<file path="src/rtl/alu_issue_if.sv">
// alu_issue_if: bundle of the command handshake, the ALU operand/result
// lines and the write-back report for the alu_issue block.
//   slave  - the alu_issue block (consumes commands, drives the ALU, reports)
//   master - the environment (command producer plus the combinational ALU)
// Handshake: a command transfers on a rising clk edge where cmd_valid and
// cmd_ready are both high; the producer holds every cmd_* field stable from
// raising cmd_valid until that edge, and the block never buffers a command.
interface alu_issue_if #(
  parameter int W = 32
);
  logic         cmd_valid;
  logic         cmd_ready;
  logic [2:0]   cmd_op;
  logic [2:0]   cmd_rd;
  logic [2:0]   cmd_rs;
  logic [2:0]   cmd_rt;
  logic         cmd_imm_en;
  logic [15:0]  cmd_imm;
  logic [W-1:0] alu_A;
  logic [W-1:0] alu_B;
  logic [2:0]   alu_op;
  logic [W-1:0] alu_C;
  logic         wb_valid;
  logic [2:0]   wb_rd;
  logic [W-1:0] wb_data;
  logic         err;

  modport slave (
    input  cmd_valid, cmd_op, cmd_rd, cmd_rs, cmd_rt, cmd_imm_en, cmd_imm,
    input  alu_C,
    output cmd_ready, alu_A, alu_B, alu_op,
    output wb_valid, wb_rd, wb_data, err
  );

  modport master (
    output cmd_valid, cmd_op, cmd_rd, cmd_rs, cmd_rt, cmd_imm_en, cmd_imm,
    output alu_C,
    input  cmd_ready, alu_A, alu_B, alu_op,
    input  wb_valid, wb_rd, wb_data, err
  );
endinterface

</file>
<file path="src/rtl/alu_issue.sv">
// alu_issue: operand-issue and write-back stage around a combinational ALU.
// Accepts one command, reads operands from an internal register file
// (register 0 hardwired to zero), presents them to the ALU, captures the
// result and writes it back. One command every 3 cycles: IDLE -> EXEC -> WB.
// Ports:
//   clk, reset  - rising-edge clock, asynchronous active-high reset
//   bus         - alu_issue_if.slave (command, ALU lines, write-back report)
//   dbg_addr    - debug register index
//   dbg_data    - combinational read of reg[dbg_addr] (0 for index 0)
//   dbg_state   - current FSM state (0 IDLE, 1 EXEC, 2 WB)
module alu_issue #(
  parameter int NREG = 8,
  parameter int W    = 32
) (
  input  logic                    clk,
  input  logic                    reset,
  alu_issue_if.slave              bus,
  input  logic [$clog2(NREG)-1:0] dbg_addr,
  output logic [W-1:0]            dbg_data,
  output logic [1:0]              dbg_state
);
  localparam int AW = $clog2(NREG);

  typedef enum logic [1:0] {
    IDLE = 2'd0,
    EXEC = 2'd1,
    WB   = 2'd2
  } state_e;

  state_e        state_q, state_d;
  logic [W-1:0]  regs_q [NREG];
  logic [W-1:0]  regs_d [NREG];
  logic [W-1:0]  alu_a_q, alu_a_d;
  logic [W-1:0]  alu_b_q, alu_b_d;
  logic [2:0]    alu_op_q, alu_op_d;
  logic [AW-1:0] rd_q, rd_d;
  logic [W-1:0]  result_q, result_d;
  logic          wb_valid_q, wb_valid_d;
  logic [AW-1:0] wb_rd_q, wb_rd_d;
  logic [W-1:0]  wb_data_q, wb_data_d;
  logic          err_q, err_d;

  logic [W-1:0]  imm_ext;
  logic [W-1:0]  rs_val;
  logic [W-1:0]  rt_val;
  logic          op_legal;

  // add/sub take a signed immediate; logic ops and shifts take it unsigned
  always_comb begin
    if (bus.cmd_op == 3'b000 || bus.cmd_op == 3'b001)
      imm_ext = {{(W-16){bus.cmd_imm[15]}}, bus.cmd_imm};
    else
      imm_ext = {{(W-16){1'b0}}, bus.cmd_imm};
  end

  assign rs_val   = (bus.cmd_rs == '0) ? '0 : regs_q[bus.cmd_rs];
  assign rt_val   = (bus.cmd_rt == '0) ? '0 : regs_q[bus.cmd_rt];
  assign op_legal = (alu_op_q <= 3'b101);

  always_comb begin
    state_d    = state_q;
    regs_d     = regs_q;
    alu_a_d    = alu_a_q;
    alu_b_d    = alu_b_q;
    alu_op_d   = alu_op_q;
    rd_d       = rd_q;
    result_d   = result_q;
    wb_valid_d = 1'b0;
    wb_rd_d    = wb_rd_q;
    wb_data_d  = wb_data_q;
    err_d      = 1'b0;
    case (state_q)
      IDLE: begin
        if (bus.cmd_valid) begin
          alu_a_d  = rs_val;
          alu_b_d  = bus.cmd_imm_en ? imm_ext : rt_val;
          alu_op_d = bus.cmd_op;
          rd_d     = bus.cmd_rd;
          state_d  = EXEC;
        end
      end
      EXEC: begin
        result_d = bus.alu_C;
        state_d  = WB;
      end
      WB: begin
        // rd = 0 still reports the result, but the write is discarded
        if (op_legal) begin
          wb_valid_d = 1'b1;
          wb_rd_d    = rd_q;
          wb_data_d  = result_q;
          if (rd_q != '0) regs_d[rd_q] = result_q;
        end else begin
          err_d = 1'b1;
        end
        state_d = IDLE;
      end
      default: state_d = IDLE;
    endcase
  end

  always_ff @(posedge clk or posedge reset) begin
    if (reset) begin
      state_q    <= IDLE;
      for (int i = 0; i < NREG; i++) regs_q[i] <= '0;
      alu_a_q    <= '0;
      alu_b_q    <= '0;
      alu_op_q   <= 3'b000;
      rd_q       <= '0;
      result_q   <= '0;
      wb_valid_q <= 1'b0;
      wb_rd_q    <= '0;
      wb_data_q  <= '0;
      err_q      <= 1'b0;
    end else begin
      state_q    <= state_d;
      for (int i = 0; i < NREG; i++) regs_q[i] <= regs_d[i];
      alu_a_q    <= alu_a_d;
      alu_b_q    <= alu_b_d;
      alu_op_q   <= alu_op_d;
      rd_q       <= rd_d;
      result_q   <= result_d;
      wb_valid_q <= wb_valid_d;
      wb_rd_q    <= wb_rd_d;
      wb_data_q  <= wb_data_d;
      err_q      <= err_d;
    end
  end

  assign bus.cmd_ready = (state_q == IDLE);
  assign bus.alu_A     = alu_a_q;
  assign bus.alu_B     = alu_b_q;
  assign bus.alu_op    = alu_op_q;
  assign bus.wb_valid  = wb_valid_q;
  assign bus.wb_rd     = wb_rd_q;
  assign bus.wb_data   = wb_data_q;
  assign bus.err       = err_q;

  assign dbg_data  = (dbg_addr == '0) ? '0 : regs_q[dbg_addr];
  assign dbg_state = state_q;
endmodule

</file>
<file path="src/flat_wrapper.sv">
// flat-port wrapper written by rule: the top's interface ports become plain ports
module alu_issue_flat 
#(
  parameter int NREG = 8,
  parameter int W    = 32
)
  (clk, reset, dbg_addr, dbg_data, dbg_state, bus_cmd_valid, bus_cmd_op, bus_cmd_rd, bus_cmd_rs, bus_cmd_rt, bus_cmd_imm_en, bus_cmd_imm, bus_alu_C, bus_cmd_ready, bus_alu_A, bus_alu_B, bus_alu_op, bus_wb_valid, bus_wb_rd, bus_wb_data, bus_err);
  alu_issue_if #(.W(W)) bus_i ();
  input  logic clk;
  input  logic reset;
  input  logic [$clog2(NREG)-1:0] dbg_addr;
  output logic [W-1:0] dbg_data;
  output logic [1:0] dbg_state;
  input wire logic [$bits(bus_i.cmd_valid)-1:0] bus_cmd_valid;
  input wire logic [$bits(bus_i.cmd_op)-1:0] bus_cmd_op;
  input wire logic [$bits(bus_i.cmd_rd)-1:0] bus_cmd_rd;
  input wire logic [$bits(bus_i.cmd_rs)-1:0] bus_cmd_rs;
  input wire logic [$bits(bus_i.cmd_rt)-1:0] bus_cmd_rt;
  input wire logic [$bits(bus_i.cmd_imm_en)-1:0] bus_cmd_imm_en;
  input wire logic [$bits(bus_i.cmd_imm)-1:0] bus_cmd_imm;
  input wire logic [$bits(bus_i.alu_C)-1:0] bus_alu_C;
  output wire logic [$bits(bus_i.cmd_ready)-1:0] bus_cmd_ready;
  output wire logic [$bits(bus_i.alu_A)-1:0] bus_alu_A;
  output wire logic [$bits(bus_i.alu_B)-1:0] bus_alu_B;
  output wire logic [$bits(bus_i.alu_op)-1:0] bus_alu_op;
  output wire logic [$bits(bus_i.wb_valid)-1:0] bus_wb_valid;
  output wire logic [$bits(bus_i.wb_rd)-1:0] bus_wb_rd;
  output wire logic [$bits(bus_i.wb_data)-1:0] bus_wb_data;
  output wire logic [$bits(bus_i.err)-1:0] bus_err;
  assign bus_i.cmd_valid = bus_cmd_valid;
  assign bus_i.cmd_op = bus_cmd_op;
  assign bus_i.cmd_rd = bus_cmd_rd;
  assign bus_i.cmd_rs = bus_cmd_rs;
  assign bus_i.cmd_rt = bus_cmd_rt;
  assign bus_i.cmd_imm_en = bus_cmd_imm_en;
  assign bus_i.cmd_imm = bus_cmd_imm;
  assign bus_i.alu_C = bus_alu_C;
  assign bus_cmd_ready = bus_i.cmd_ready;
  assign bus_alu_A = bus_i.alu_A;
  assign bus_alu_B = bus_i.alu_B;
  assign bus_alu_op = bus_i.alu_op;
  assign bus_wb_valid = bus_i.wb_valid;
  assign bus_wb_rd = bus_i.wb_rd;
  assign bus_wb_data = bus_i.wb_data;
  assign bus_err = bus_i.err;
  alu_issue #(.NREG(NREG), .W(W)) u_core (.clk(clk), .reset(reset), .bus(bus_i), .dbg_addr(dbg_addr), .dbg_data(dbg_data), .dbg_state(dbg_state));
endmodule
</file>
<file path="config.mk">
export PLATFORM = sky130hd
export DESIGN_NAME = alu_issue_flat
export DESIGN_NICKNAME = d
export VERILOG_FILES = /design/src/rtl/alu_issue_if.sv /design/src/rtl/alu_issue.sv /design/src/flat_wrapper.sv
export SDC_FILE = /design/constraint.sdc
export NUM_CORES = 1
export LEC_CHECK = 0
export ABC_AREA = 1
export CORE_AREA = 5 5 264 189
export CTS_BUF_LIST = sky130_fd_sc_hd__clkbuf_4
export CTS_CLUSTER_DIAMETER = 200
export CTS_CLUSTER_SIZE = 12
export DETAILED_ROUTE_END_ITERATION = 6
export DIE_AREA = 0 0 269 194
export GPL_TIMING_DRIVEN = 0
export PLACE_DENSITY = 0.74
export SKIP_LAST_GASP = 1
export SYNTH_ARGS = -nofsm -noshare
export SYNTH_HDL_FRONTEND = slang
export SYNTH_SLANG_ARGS = --single-unit
export TNS_END_PERCENT = 50
</file>
<file path="constraint.sdc">
create_clock -name clk -period 17.3 [get_ports clk]
set_clock_uncertainty 0.15 [all_clocks]
set_input_delay 1.73 -clock clk [delete_from_list [all_inputs] [get_ports clk]]
set_output_delay 1.73 -clock clk [all_outputs]
set_load 0.02 [all_outputs]
</file>
Yosys cells after proc, flatten, opt, wreduce, memory -nomap -nowiden
Index checks and enable logic that the tools add are counted.
- bits in registers: 397
- latch bits: 0
- RAM bits: 0
- memory bits (read-only): 0
- input port bits: 67
- word-level logic and storage cells: 66
- memories kept: 0
- add/sub/neg operators: 0
- $mul: 0
- divide/modulo/power cells: 0
- $lt $le $gt $ge: 6
- equal/unequal tests: 4
- shift operators: 0
- muxes and demuxes: 23
- bitwise operators: 4
- reductions and logical operators: 11
- operators with widths (kind ; number):
    $mux W32 ; 12
    $bmux W32 S3 ; 3
    $bwmux W256 ; 1
    $demux W32 S3 ; 1
    $ge A4 B4 Y1 const B ; 4
    $not A3 Y4 ; 4
    $logic_not A3 Y1 ; 4
    $lt A4 B1 Y1 const B ; 1
    $mux W1 ; 4
    $pmux W2 S2 ; 1
    $reduce_and A2 Y1 ; 2
    $eq A3 B1 Y1 const B ; 1
    $le A3 B3 Y1 const B ; 1
    $reduce_and A3 Y1 ; 1
    $reduce_bool A3 Y1 ; 1
    $eq A2 B1 Y1 const B ; 1
    $eq A2 B2 Y1 const B ; 1
    $logic_not A2 Y1 ; 1
    $mux W2 ; 1
    $ne A2 B2 Y1 const B ; 1
    $logic_and A1 B1 Y1 ; 1
    $logic_or A1 B1 Y1 ; 1

Depth between registers and ports, before layout
- word-level depth: 6
- mapped depth: 10

Least setup slack after synthesis
OpenSTA, ideal clock, no wires.
- path type: input-to-output
- from: input port dbg_addr[1]
- to: output port dbg_data[21]
- arrival time: 2.743 ns
- required time: 15.420 ns
- setup slack: 12.677 ns
- stages: 6
- cells stage by stage: buf_2 buf_4 clkbuf_1 o211ai_1 nand3_1 and3_1
- longest elaborated chain between the ends: 5
- elaborated cells on any way between the ends: 6
- classes of those cells: mux (4); bitwise (1); reduce/logical (1)
- ends and longest elaborated chain (element ; RTL line ; source):
    start, declared ; flat_wrapper.sv:11 ; input logic [$clog2(NREG)-1:0] dbg_addr;
    $not A3 Y4 (not written as such) ; alu_issue.sv:139 ; assign dbg_data = (dbg_addr == '0) ? '0 : regs_q[dbg_addr];
    $bmux W32 S3 ; alu_issue.sv:139 ;
    $mux W32 (not written as such) (2 in a row) ; alu_issue.sv:139 ;
    $mux W32 (*) ; alu_issue.sv:139 ;
    end, declared ; flat_wrapper.sv:12 ; output logic [W-1:0] dbg_data;
Mark *: on every way between the ends. The rest lies on a longest branch, timed or not. The select of a mux whose other input is x is not followed.

Worst setup path in the final report
- from: input port dbg_addr[2]
- to: output port dbg_data[30]
Same word-level chain as after synthesis.

==> impl_metrics.ini <==
[flow_run]
cap_violations = 0

[yosys]
synth_xor_area_share_pct = 0
synth_top_family_by_area = simple AND/OR/NAND/NOR gates
ys_warn_count = 0
mappedNetlistArea_sq_um = 20800
ys_ff_latch = 397
seq_area_frac_synth_pct = 47.7
synth_cells = 2820
synth_area_leader_cell = dfrtp_1
synth_fa_ha_area_share_pct = 0
yosysUniqueCellTypes = 24
syn_nets = 2887
synth_area_leaders = dfrtp_1 (48%), nand2_1 (13%), o21ai_0 (9.5%)
synth_compound_area_share_pct = 17.7
synth_mux_area_share_pct = 0
synth_top_area_share_pct = 47.7
yosys.area_share.simple_pct = 24.9
avgSynthCellArea_sq_um = 7.39

[worst_setup_path]
critPathKind = in2out
start_kind = input pin
worstReg2RegEnd = u_core.regs_q[219]$_DFFE_PP0P_
cp-startpoint = dbg_addr[2]
r2r_setup_slack_ns = 14.84
crit_path_end_kind = output pin
path_max_fanout = 10
reg2reg_from = u_core.dbg_state[0]$_DFFE_PP0P_
cp.required_ns = 15.42
r2r_cells = 7
cp.arrival_ns = 4.61

[clocking]
cts_hold_buf = 0
postCtsResizedCells = 0
worstSkewPairLatency_ns = 0.75
cts_tree = built
numCtsBuffers = 39
clkTransAtPathRegs_ns = 0.13
clockBufferDepth = 3
clock-sinks = 397
cts_root_buf = clkbuf_4
h-tree-depth = 2
post_cts_buffers = 0

[outcome]
outcome = completed

[global_routing]
antenna_found_initial = 2
grt_use_total_pct = 32.3
grt_pass1_vias = 19800
gr-total-overflow = 0
grt_pass1_wl_um = 128000
grt_max_degree = 127

[worst_hold_path]
min_to = u_core.regs_q[244]$_DFFE_PP0P_
holdCritPathClass = reg2reg
min_from = u_core.regs_q[244]$_DFFE_PP0P_
whs_path_depth = 1

[place]
placed_area_sq_um = 23700
hpwlAfterDp_um = 65200
gp_congestion = 1.03
portBuffers = 195
place_ws_ns = 11.08

[cells_and_area]
seq_area_sq_um = 9930
drive_gt1_share_pct = 5.42
design_area_sq_um = 24000
multiInputGateArea_sq_um = 8880
syn2layout_area_growth_pct = 15.3
filler_cell_count = 4633
finalNetCount = 3126

[timing]
fmax_ghz = 0.154
min_period_over_period_pct = 37.5
slew_viol_final = 0
setup_ws_ns = 10.81
worst_pin_slew_ns = 1.01
hold_viol_final = 0
rsz0062_at_grt = no
finalSetupViolations = 0
period_minus_slack_ns = 6.49
relSlewSlack_pct = 32.6
whs_ns = 0.322

[detailed_routing]
num_vias = 21400
viasPerCell = 5.82
drcViolationCount = 0
post_drt_wl_per_cell_um = 23.5
wl_um = 86800
first_pass_iters = 6
drtAntennaViolNets = 0
drt_iter0_markers = 3320

[floorplanning]
ios = 206
fp.dieArea_sq_um = 52200
fp.dieW_um = 269
row_count = 67
die_y_um = 194
start_util_pct = 44.2
core_sq_um = 47100

[pwr]
powerDensity_nw_per_um2 = 131
p_leak_uw = 0.0112
vdd_drop_max_uv = 75.4
finalPower_uw = 3140
==> stage by stage <==
step | TNS [ns] | util, % | instances
floorplan | 0 | - | 2820
global placement | -220.96 | 50.0 | 3636
detailed placement | 0 | 50.2 | 3639
CTS | 0 | 51.0 | 3683
global route | 0 | 51.0 | 3684
finish | 0 | 51.0 | 3687
==> registers in the layout (all words and copies together), names as in the netlist <==
| name | flops |
|---|---|
| u_core.bus.wb_valid | 1 |
| u_core.bus.wb_data | 32 |
| u_core.bus.err | 1 |
| u_core.bus.alu_A | 32 |
| u_core.result_q | 32 |
| u_core.bus.wb_rd | 3 |
| u_core.bus.alu_op | 3 |
| u_core.dbg_state | 2 |
| u_core.bus.alu_B | 32 |
| u_core.regs_q | 256 |
| u_core.rd_q | 3 |
==> critical path: stages <==
cell	delay [ns]
clkbuf_1	0.52
inv_1	0.36
nand3_1	0.45
clkbuf_1	0.53
and3_1	0.37
clkdlybuf4s50_1	0.65
==> where the power goes <==
group	leakage [uW]	total, uW	internal (uW)	switching, uW
sequential	0.00517	1450	1210	240
combinational	0.00579	1240	440	802
clock	0.000213	446	127	319
total	0.0112	3140	1780	1360
==> layer usage <==
layer	track usage, %	vias up	wire length, um
li1	-	9666	-
met2	41.6	1564	32400
met3	15.0	171	15000
met5	0	-	18
met4	7.28	2	2190
met1	49.1	10000	37100
==> cell type report <==
class | count | area share (%)
inverters | 245 | 3.87
multi-input cells | 1935 | 37.0
clock buffers | 41 | 1.28
diodes | 4 | 0.0417
repair buffers | 198 | 8.47
flip-flops and latches | 397 | 41.4
plain buffers | 243 | 4.61
clock inverters | 3 | 0.187
well taps | 621 | 3.23
==> worst max path at each step <==
stage	slack [ns]	cells past startpoint	to
6_report	10.81	6	dbg_data[30]
3_5_place_dp	11.08	6	dbg_data[30]
5_1_grt	10.94	6	dbg_data[30]
2_1_floorplan	4.38	1	u_core.bus.alu_A[0]$_DFFE_PP0P_
4_1_cts	11.07	6	dbg_data[30]
3_3_place_gp	-0.65	2	u_core.bus.alu_B[19]$_DFFE_PP0P_
==> cell usage in the layout, fill, tap and decap left out, types with 9 or more instances in the layout <==
cell type,count
clkbuf_1,121
nand3_1,337
clkdlybuf4s50_1,195
inv_1,238
nand2_1,721
clkbuf_4,41
a21oi_1,191
buf_2,84
o21ai_0,397
dfrtp_1,397
o211ai_1,33
nor2_1,119
buf_6,9
and3_1,32
buf_1,22
o21ai_1,93
==> cells by family after synthesis <==
kind of cell | count (synthesis)
and+or+nand+nor | 1220
buffers and inverters | 488
DFF | 397
AOI/OAI and AO/OA | 715
==> synth_stat cells <==
library cell  count
a41oi_4           1
o211ai_1         33
a21oi_1         191
nand3_4           5
buf_2            84
nand3_1         337
o21ai_1          93
nor2_8            1
o21ai_0         397
nand2_4           3
nand2_2           1
buf_1            22
inv_4             1
dfrtp_1         397
nor2_2            1
inv_2             5
buf_6             9
clkbuf_1        121
inv_1           239
nand2_1         721
and3_1           32
buf_4             6
clkbuf_2          1
nor2_1          119
No activity file was read; power rests on OpenSTA's default activity.
